$ cat src/rtl/write_data.sv
// write_data: frame sink that writes even/odd RGB pixel pairs as 48-bit BMP-ordered words,
// tracking row/pair-column position, frame completion and protocol errors.
module write_data #(
  parameter int IMAGE_WIDTH  = 768,
  parameter int IMAGE_HEIGHT = 512,
  parameter int ADDR_WIDTH   = 18,
  parameter int BOTTOM_UP    = 1
) (
  input  logic                  clk,
  input  logic                  reset,
  input  logic                  vertical_Pulse,
  input  logic                  horizontal_Pulse,
  input  logic [7:0]            data_R_Even,
  input  logic [7:0]            data_G_Even,
  input  logic [7:0]            data_B_Even,
  input  logic [7:0]            data_R_Odd,
  input  logic [7:0]            data_G_Odd,
  input  logic [7:0]            data_B_Odd,
  output logic                  mem_Write_Enable,
  output logic [ADDR_WIDTH-1:0] mem_Address,
  output logic [47:0]           mem_Write_Data,
  output logic                  done_Flag,
  output logic                  frame_Error,
  output logic [7:0]            frame_Count
);
  localparam int PAIRS = IMAGE_WIDTH / 2;
  localparam int CW = PAIRS > 1 ? $clog2(PAIRS) : 1;
  localparam int RW = IMAGE_HEIGHT > 1 ? $clog2(IMAGE_HEIGHT) : 1;
  typedef enum logic [1:0] {IDLE, ACTIVE, DONE} state_t;
  state_t                 state_q, state_d;
  logic                   vsync_q;
  logic [CW-1:0]          col_q, col_d;
  logic [RW-1:0]          row_q, row_d;
  logic                   we_q;
  logic [ADDR_WIDTH-1:0]  addr_q, addr_d;
  logic [47:0]            data_q, data_d;
  logic                   done_q, err_q, err_d;
  logic [7:0]             cnt_q;
  logic                   vs_rise, accept, col_end, last;
  logic [31:0]            row_eff;
  always_comb begin
    vs_rise = vertical_Pulse & ~vsync_q;
    accept  = state_q == ACTIVE && horizontal_Pulse && !vs_rise;
    col_end = 32'(col_q) == 32'(PAIRS - 1);
    last    = accept && col_end && 32'(row_q) == 32'(IMAGE_HEIGHT - 1);
    state_d = vs_rise ? ACTIVE : last ? DONE : state_q;
    col_d   = vs_rise || (accept && col_end) ? '0 : accept ? col_q + CW'(1) : col_q;
    row_d   = vs_rise || last ? '0 : accept && col_end ? row_q + RW'(1) : row_q;
    // BMP stores the bottom image row first, so the row index is mirrored
    row_eff = BOTTOM_UP != 0 ? 32'(IMAGE_HEIGHT - 1) - 32'(row_q) : 32'(row_q);
    addr_d  = accept ? ADDR_WIDTH'(row_eff * 32'(PAIRS) + 32'(col_q)) : addr_q;
    data_d  = accept ? {data_R_Odd, data_G_Odd, data_B_Odd, data_R_Even, data_G_Even, data_B_Even} : data_q;
    err_d   = err_q | (vs_rise && state_q == ACTIVE) | (horizontal_Pulse && !vs_rise && state_q == DONE);
  end
  always_ff @(posedge clk or negedge reset) begin
    if (!reset) begin
      state_q <= IDLE;
      vsync_q <= 1'b0;
      col_q   <= '0;
      row_q   <= '0;
      we_q    <= 1'b0;
      addr_q  <= '0;
      data_q  <= '0;
      done_q  <= 1'b0;
      err_q   <= 1'b0;
      cnt_q   <= '0;
    end else begin
      state_q <= state_d;
      vsync_q <= vertical_Pulse;
      col_q   <= col_d;
      row_q   <= row_d;
      we_q    <= accept;
      addr_q  <= addr_d;
      data_q  <= data_d;
      done_q  <= state_d == DONE;
      err_q   <= err_d;
      cnt_q   <= cnt_q + 8'(last);
    end
  end
  assign mem_Write_Enable = we_q;
  assign mem_Address      = addr_q;
  assign mem_Write_Data   = data_q;
  assign done_Flag        = done_q;
  assign frame_Error      = err_q;
  assign frame_Count      = cnt_q;
endmodule
$ cat config.mk
export PLATFORM = sky130hd
export DESIGN_NAME = write_data
export DESIGN_NICKNAME = d
export VERILOG_FILES = /design/src/rtl/write_data.sv
export SDC_FILE = /design/constraint.sdc
export NUM_CORES = 1
export LEC_CHECK = 0
export BUFFER_PORTS_ARGS = -buffer_cell sky130_fd_sc_hd__buf_2
export CAP_MARGIN = 15
export CORE_ASPECT_RATIO = 1.4
export CORE_MARGIN = 3
export CORE_UTILIZATION = 28
export CTS_BUF_LIST = sky130_fd_sc_hd__clkbuf_4 sky130_fd_sc_hd__clkbuf_8
export DETAILED_ROUTE_END_ITERATION = 8
export SETUP_SLACK_MARGIN = 0.02
export SLEW_MARGIN = 10
export SYNTH_ARGS = -nofsm -noshare
export SYNTH_HDL_FRONTEND = slang
export SYNTH_SLANG_ARGS = --single-unit
$ cat constraint.sdc
create_clock -name clk -period 3.65 [get_ports clk]
set_clock_uncertainty 0.15 [all_clocks]
set_input_delay 0 -clock clk [delete_from_list [all_inputs] [get_ports clk]]
set_output_delay 0 -clock clk [all_outputs]
set_load 0.02 [all_outputs]
==> metrics.txt, run 1 <==
Setup crit start row_q[1]; clock share of power 0.289; CTS H-tree depth 3; RSZ-0062 raised after global routing no; Site Rows 55; Num Clock Sinks 98; Hold Crit Start vertical_Pulse; status finished clean; num ports 129; post-CTS setup buffers 0; prevailing post-synth register cell dfrtp_1; final hold violations 0; GPL Wtd Cong 0.857; area of the mapped netlist around 4600 sq um; most common cell after layout, fill and taps aside nand2_1; Startpoint Class register; TritonCTS buffer count 9; CTS tree built; DR vias slightly below 4,000; Vias/cell ~4.5; async set-or-reset flop fraction in the synthesized netlist 1.00; CP required between 3000 and 4000 ps; DRC Markers 0; FMAX between 0.3 and 0.4 GHz; Initial Util 0.286; setup ws final roughly 460 ps; LEAKAGE around 3.3 nW; largest net degree at the start of global routing a little under 80; Gate power share 0.192; Synth cell types between 40 and 50; Post-Route WL between 10 and 15 mm; Overflow after GRT 0; HP Class input pin to register; antenna cells 0; critical path arrival ~3300 ps; GR Util All Layers 0.139; number of global-route vias before repair roughly 4,200; placed cells between 800 and 900; final core utilization 0.381; switch share 0.321; min Tclk post-route around 3200 ps; Port Buffer Count 128; core box area between 15,000 and 20,000 sq um; total power 2.40 mW; die area about 18,000 sq um; Hold WS roughly 170 ps; post-cts resize count 0; initial antenna violation count 0; Skew-Pair Late Insertion Delay roughly 380 ps; share of cells above drive strength 1 0.232; Internal Power roughly 1.6 mW; Max Slew Vio Count 0; dpl ws about 470 ps; normalized max-slew margin 0.321; Max Cap Viol 0; sequential area share after synthesis 0.530; crit path kind register to register; worst vdd ir about 0.00020 V; DP Area 5460 sq um; Design Area, Final between 6000 and 7000 sq um; fin crit share 0.873; non-filler cells, final about 880; clk buf depth 2; die height ~160 um; cells after synthesis approximately 500; DP HPWL 7.79 mm; drt first pass iters 4; global-route wire length before repair around 20 mm; CP Capture Type register; fillers 1,621; total negative setup slack 0 ps; die width 115 um; net load switching power between 0.7 and 0.8 mW; worst r2r src row_q[1]; layout net count about 750; synthesis-to-layout area growth 33.2%; Post-synth EDFFs 0; CTS root buf clkbuf_8; commonest cells after routing, fill and taps aside nand2_1 (192), buf_2 (127), dfrtp_1 (98), dlygate4sd3_1 (51), ha_1 (23); Crit Path Max Fanout 6; Iteration-0 DRC Markers around 140; synthesis warning total 0; flops & latches, synth 98; PwrDens just under 400 nW/um^2; ANT nets after route 0; Finish-stage setup viols 0; syn avg cell area 9.18 sq um; Clock transition at path regs ~100 ps; slew of the pin with the lowest slew margin between 1000 and 1500 ps; Net Count, Synth 581; DR WL/cell 13.5 um; Reg power frac 0.519
kinds of logic (layout without fill, tap and decap cells):
family	count (synthesis)	after routing	synth area share
simple gates	260	260	0.236
buf+inv	36	214	0.0314
compound gates	62	62	0.0844
mux	1	1	0.00243
fa+ha+maj	25	25	0.0709
flops	98	98	0.530
xor+xnor	22	22	0.0446
worst paths after layout:
kind                                       to  slack [ps]  cells after the start
max                           mem_Address[17]         460                     10
min                                   vsync_q         170                      2
max reg2reg                   mem_Address[17]         460                     10
min reg2reg                    mem_Address[6]         330                      2
max in group asynchronous  mem_Write_Data[37]        2300                      3
min in group asynchronous  mem_Write_Data[13]         180                      2
registers in the layout (all words and copies together), names as in the netlist:
register,count
col_q,9
done_Flag,1
frame_Count,8
frame_Error,1
mem_Address,18
mem_Write_Data,48
mem_Write_Enable,1
row_q,9
state_q,2
vsync_q,1
layer usage:
metal,GRT usage,vias up,wire length (um)
met5,0,-,0
met4,0.0509,0,204
met3,0.0337,19,641
met2,0.249,96,6100
met1,0.158,1879,4960
li1,-,1984,-
critical path: stages (launching register included):
cell and delay [ps]:
dfrtp_1 460, inv_1 110, ha_1 170, inv_1 50, fa_1 390, and2b_1 290, o2111a_1 230, a311oi_2 60
or4_1 650, o31a_1 320, o31ai_1 210
power by group through the flow:
| stage | combinational, mW | sequential [mW] | clock (mW) |
|---|---|---|---|
| after global placement | 0.421 | 1.26 | 0 |
| final | 0.460 | 1.25 | 0.694 |
| after floorplan | 0.119 | 1.38 | 0 |
| after global routing | 0.512 | 1.26 | 0.771 |
| after detailed placement | 0.426 | 1.26 | 0 |
| after CTS | 0.467 | 1.25 | 0.725 |
synthesized netlist by cell type, types with 3 or more instances:
cell type,n,share of area
clkbuf_1,12,0.0097
o21ai_0,17,0.018
a21oi_1,22,0.024
and3_1,5,0.0068
o211ai_1,3,0.0049
xor2_1,12,0.023
ha_1,23,0.062
buf_1,6,0.0049
nand2_1,192,0.16
nor3b_1,3,0.0049
o21a_1,4,0.0065
xnor2_1,9,0.017
inv_1,15,0.012
nand4_1,7,0.0095
nor3_1,4,0.0043
nand2b_1,5,0.0068
nand3_1,9,0.0097
dfrtp_1,98,0.53
nor2_1,20,0.016
o31ai_1,3,0.0049
or3_1,3,0.0041
what timing repair did:
action / CTS / global route
endpoints found under the hold margin: 129 / 0
endpoints found under the setup margin: 0 / 0
hold buffers: 51 / 0
layout make-up:
type                       instances  area (sq um)  share of cell area
timing repair buffer             183          1180               0.192
clock buffer                      10           138              0.0223
clock inverter                     6          48.8             0.00792
sequential                        98          2450               0.398
tap                              199           249              0.0404
inverter                          15          56.3             0.00914
multi-input combinational        370          2030               0.330
Note: power is estimated with default switching activity, not from simulation.
==> run 2: changes to the inputs <==
--- a/config.mk
+++ b/config.mk
@@ -9,9 +9,10 @@
 export CAP_MARGIN = 15
 export CORE_ASPECT_RATIO = 1.4
 export CORE_MARGIN = 3
-export CORE_UTILIZATION = 28
+export CORE_UTILIZATION = 30
 export CTS_BUF_LIST = sky130_fd_sc_hd__clkbuf_4 sky130_fd_sc_hd__clkbuf_8
 export DETAILED_ROUTE_END_ITERATION = 8
+export PLACE_DENSITY_LB_ADDON = 0.3
 export SETUP_SLACK_MARGIN = 0.02
 export SLEW_MARGIN = 10
 export SYNTH_ARGS = -nofsm -noshare
==> run 2 against run 1 <==
Against the previous run: critical path depth unchanged; sequential share of layout area decreased by 0.30 points; wire length decreased by 2.5%; combinational power increased by 0.9%; global-route usage increased by 0.26 points; clock power increased by 7.3%; core utilization increased by 3.1 points; sequential power about the same; first-iteration DRC count decreased by 24%.
==> metrics.txt, run 2 (same netlist as run 1, synthesis figures left out) <==
Post-Route WL 11.6 mm (-2.5%); post-CTS setup buffers 0 (unchanged); GPL Wtd Cong 0.760 (-11%); gr busiest metal met2; dpl ws 481 ps (+9.27 ps); DR WL/cell 13.3 um (-1.9%); FMAX 0.314 GHz (about the same); Port Buffer Count 128 (unchanged); CP required 3770 ps (-20 ps); LEAKAGE 3.30 nW (+1.2%); CP Capture Type register; cts hold-fix bufs 51 (unchanged); max reg flops 48 (unchanged); clk buf depth 2 (unchanged); Finish-stage setup viols 0 (unchanged); initial antenna violation count 0 (unchanged); net load switching power 0.767 mW (-0.48%); Gate power share 0.189 (-0.003); hold endpoint vsync_q; normalized max-slew margin 0.318 (-0.00334); r2r worst-path depth 10 (unchanged); layout net count 756 (+0.27%); Vias/cell 4.54 (+0.62%); DP HPWL 7.88 mm (+1.1%); fin crit share 0.873 (about the same); Iteration-0 DRC Markers 108 (-24%); R2R Path End mem_Address[17]; clock share of power 0.303 (+0.014); min Tclk post-route 3190 ps (-1.63 ps); share of cells above drive strength 1 0.232 (+0.000785); placed cells 807 (-0.86%); PwrDens 396 nW/um^2 (+1.7%); Skew-Pair Late Insertion Delay 360 ps (-20 ps); Site Rows 53 (-3.6%); slew of the pin with the lowest slew margin 1020 ps (+2.90 ps); crit path kind register to register; Initial Util 0.307 (+0.0213); die width 111 um (-3.2%); worst r2r src row_q[0]; Crit Path Max Fanout 7 (+1); Startpoint Class register; Internal Power 1.69 mW (+3.8%); Num Clock Sinks 98 (unchanged); Clock transition at path regs 100 ps (about the same); die height 153 um (-3.3%); CTS H-tree depth 3 (unchanged); global-route wire length before repair 20.0 mm (-0.41%); Hold WS 171 ps (-3.58 ps); die area 17,000 sq um (-6.4%); CTS tree built; most common cell after layout, fill and taps aside nand2_1; grt met3 use 0.0321 (-0.00157); GR Util All Layers 0.141 (+0.00259); core box area 15,100 sq um (-6.9%); switch share 0.312 (-0.00915); commonest cells after routing, fill and taps aside nand2_1 (192), buf_2 (127), dfrtp_1 (98), dlygate4sd3_1 (52), ha_1 (23); CTS root buf clkbuf_8; Hold Crit Start vertical_Pulse; num ports 129 (unchanged); reg2reg setup slack 460 ps (about the same); final hold violations 0 (unchanged); post-cts resize count 0 (unchanged); Overflow after GRT 0 (unchanged); WHS Path Cells 2 (unchanged); RSZ-0062 raised after global routing no; HP Class input pin to register; setup ws final 464 ps (+1.63 ps); Max Cap Viol 0 (unchanged); synthesis-to-layout area growth 34.2%; total negative setup slack 0 ps (unchanged); drt first pass iters 4 (unchanged); Reg power frac 0.508 (-0.011); TritonCTS buffer count 9 (unchanged); non-filler cells, final 876 (-0.57%); DRC Markers 0 (unchanged); number of global-route vias before repair 4,242 (+2.1%); Max Slew Vio Count 0 (unchanged); met1 Use GR 0.158 (-0.000521); antenna cells 0 (unchanged); worst vdd ir 0.000177 V (-9.7%); ANT nets after route 0 (unchanged); DR vias 3,980 (+0.050%); grt met2 use 0.267 (+0.0178); largest net degree at the start of global routing 84 (+6.3%); critical path arrival 3310 ps (-20 ps); status finished clean
## run 2: cell count changes in the layout (fill, tap and decap cells not counted), sizes merged
cell,previous run,this run
inv,17,20
bufinv,0,1
clkinvlp,3,0
buf,132,133
dlygate4sd3,51,52
clkbuf,10,9
## run 2: through the flow
stage | utilization | power [mW] | cell area, sq um
after floorplan | - | 1.50 | 4630
after global placement | 0.362 | 1.68 | 5460
after detailed placement | 0.362 | 1.69 | 5460
after CTS | 0.410 | 2.50 | 6170
after global routing | 0.412 | 2.61 | 6210
final | 0.412 | 2.46 | 6210
## run 2: area by class of cell
type / instances / area [sq um]
fillers: 1463 / 8840
clock inverters: 7 / 81.3
repair buffers: 185 / 1220
well taps: 192 / 240
multi-input cells: 370 / 2030
inverters: 15 / 56.3
flip-flops and latches: 98 / 2450
clock buffers: 9 / 124
## run 2: power groups by stage
stage,Combinational [mW],Sequential [mW],Clock [mW]
after global routing,0.513,1.26,0.831
after floorplan,0.119,1.38,0
after global placement,0.414,1.27,0
final,0.464,1.25,0.745
after detailed placement,0.424,1.27,0
after CTS,0.466,1.25,0.785
## run 2: worst max-delay path: stages, from the launching register on
cell and delay [ps]:
dfrtp_1 460, inv_1 110, ha_1 160, inv_1 50, fa_1 400, and2b_1 290
o2111a_1 240, a311oi_2 60, or4_1 640, o31a_1 320, o31ai_1 210
## run 2: metal layers
layer  wire (um)  share of wire
met5           0              0
met4         143          0.012
met3         499          0.043
met2        6180           0.53
met1        4790           0.41
## run 2: how the worst max path moves through the flow
stage | from | to
after floorplan | row_q[1] | mem_Address[17]
after global placement | row_q[1] | mem_Address[17]
after detailed placement | row_q[1] | mem_Address[17]
after CTS | row_q[1] | mem_Address[17]
after global routing | row_q[1] | mem_Address[17]
final | row_q[0] | mem_Address[17]
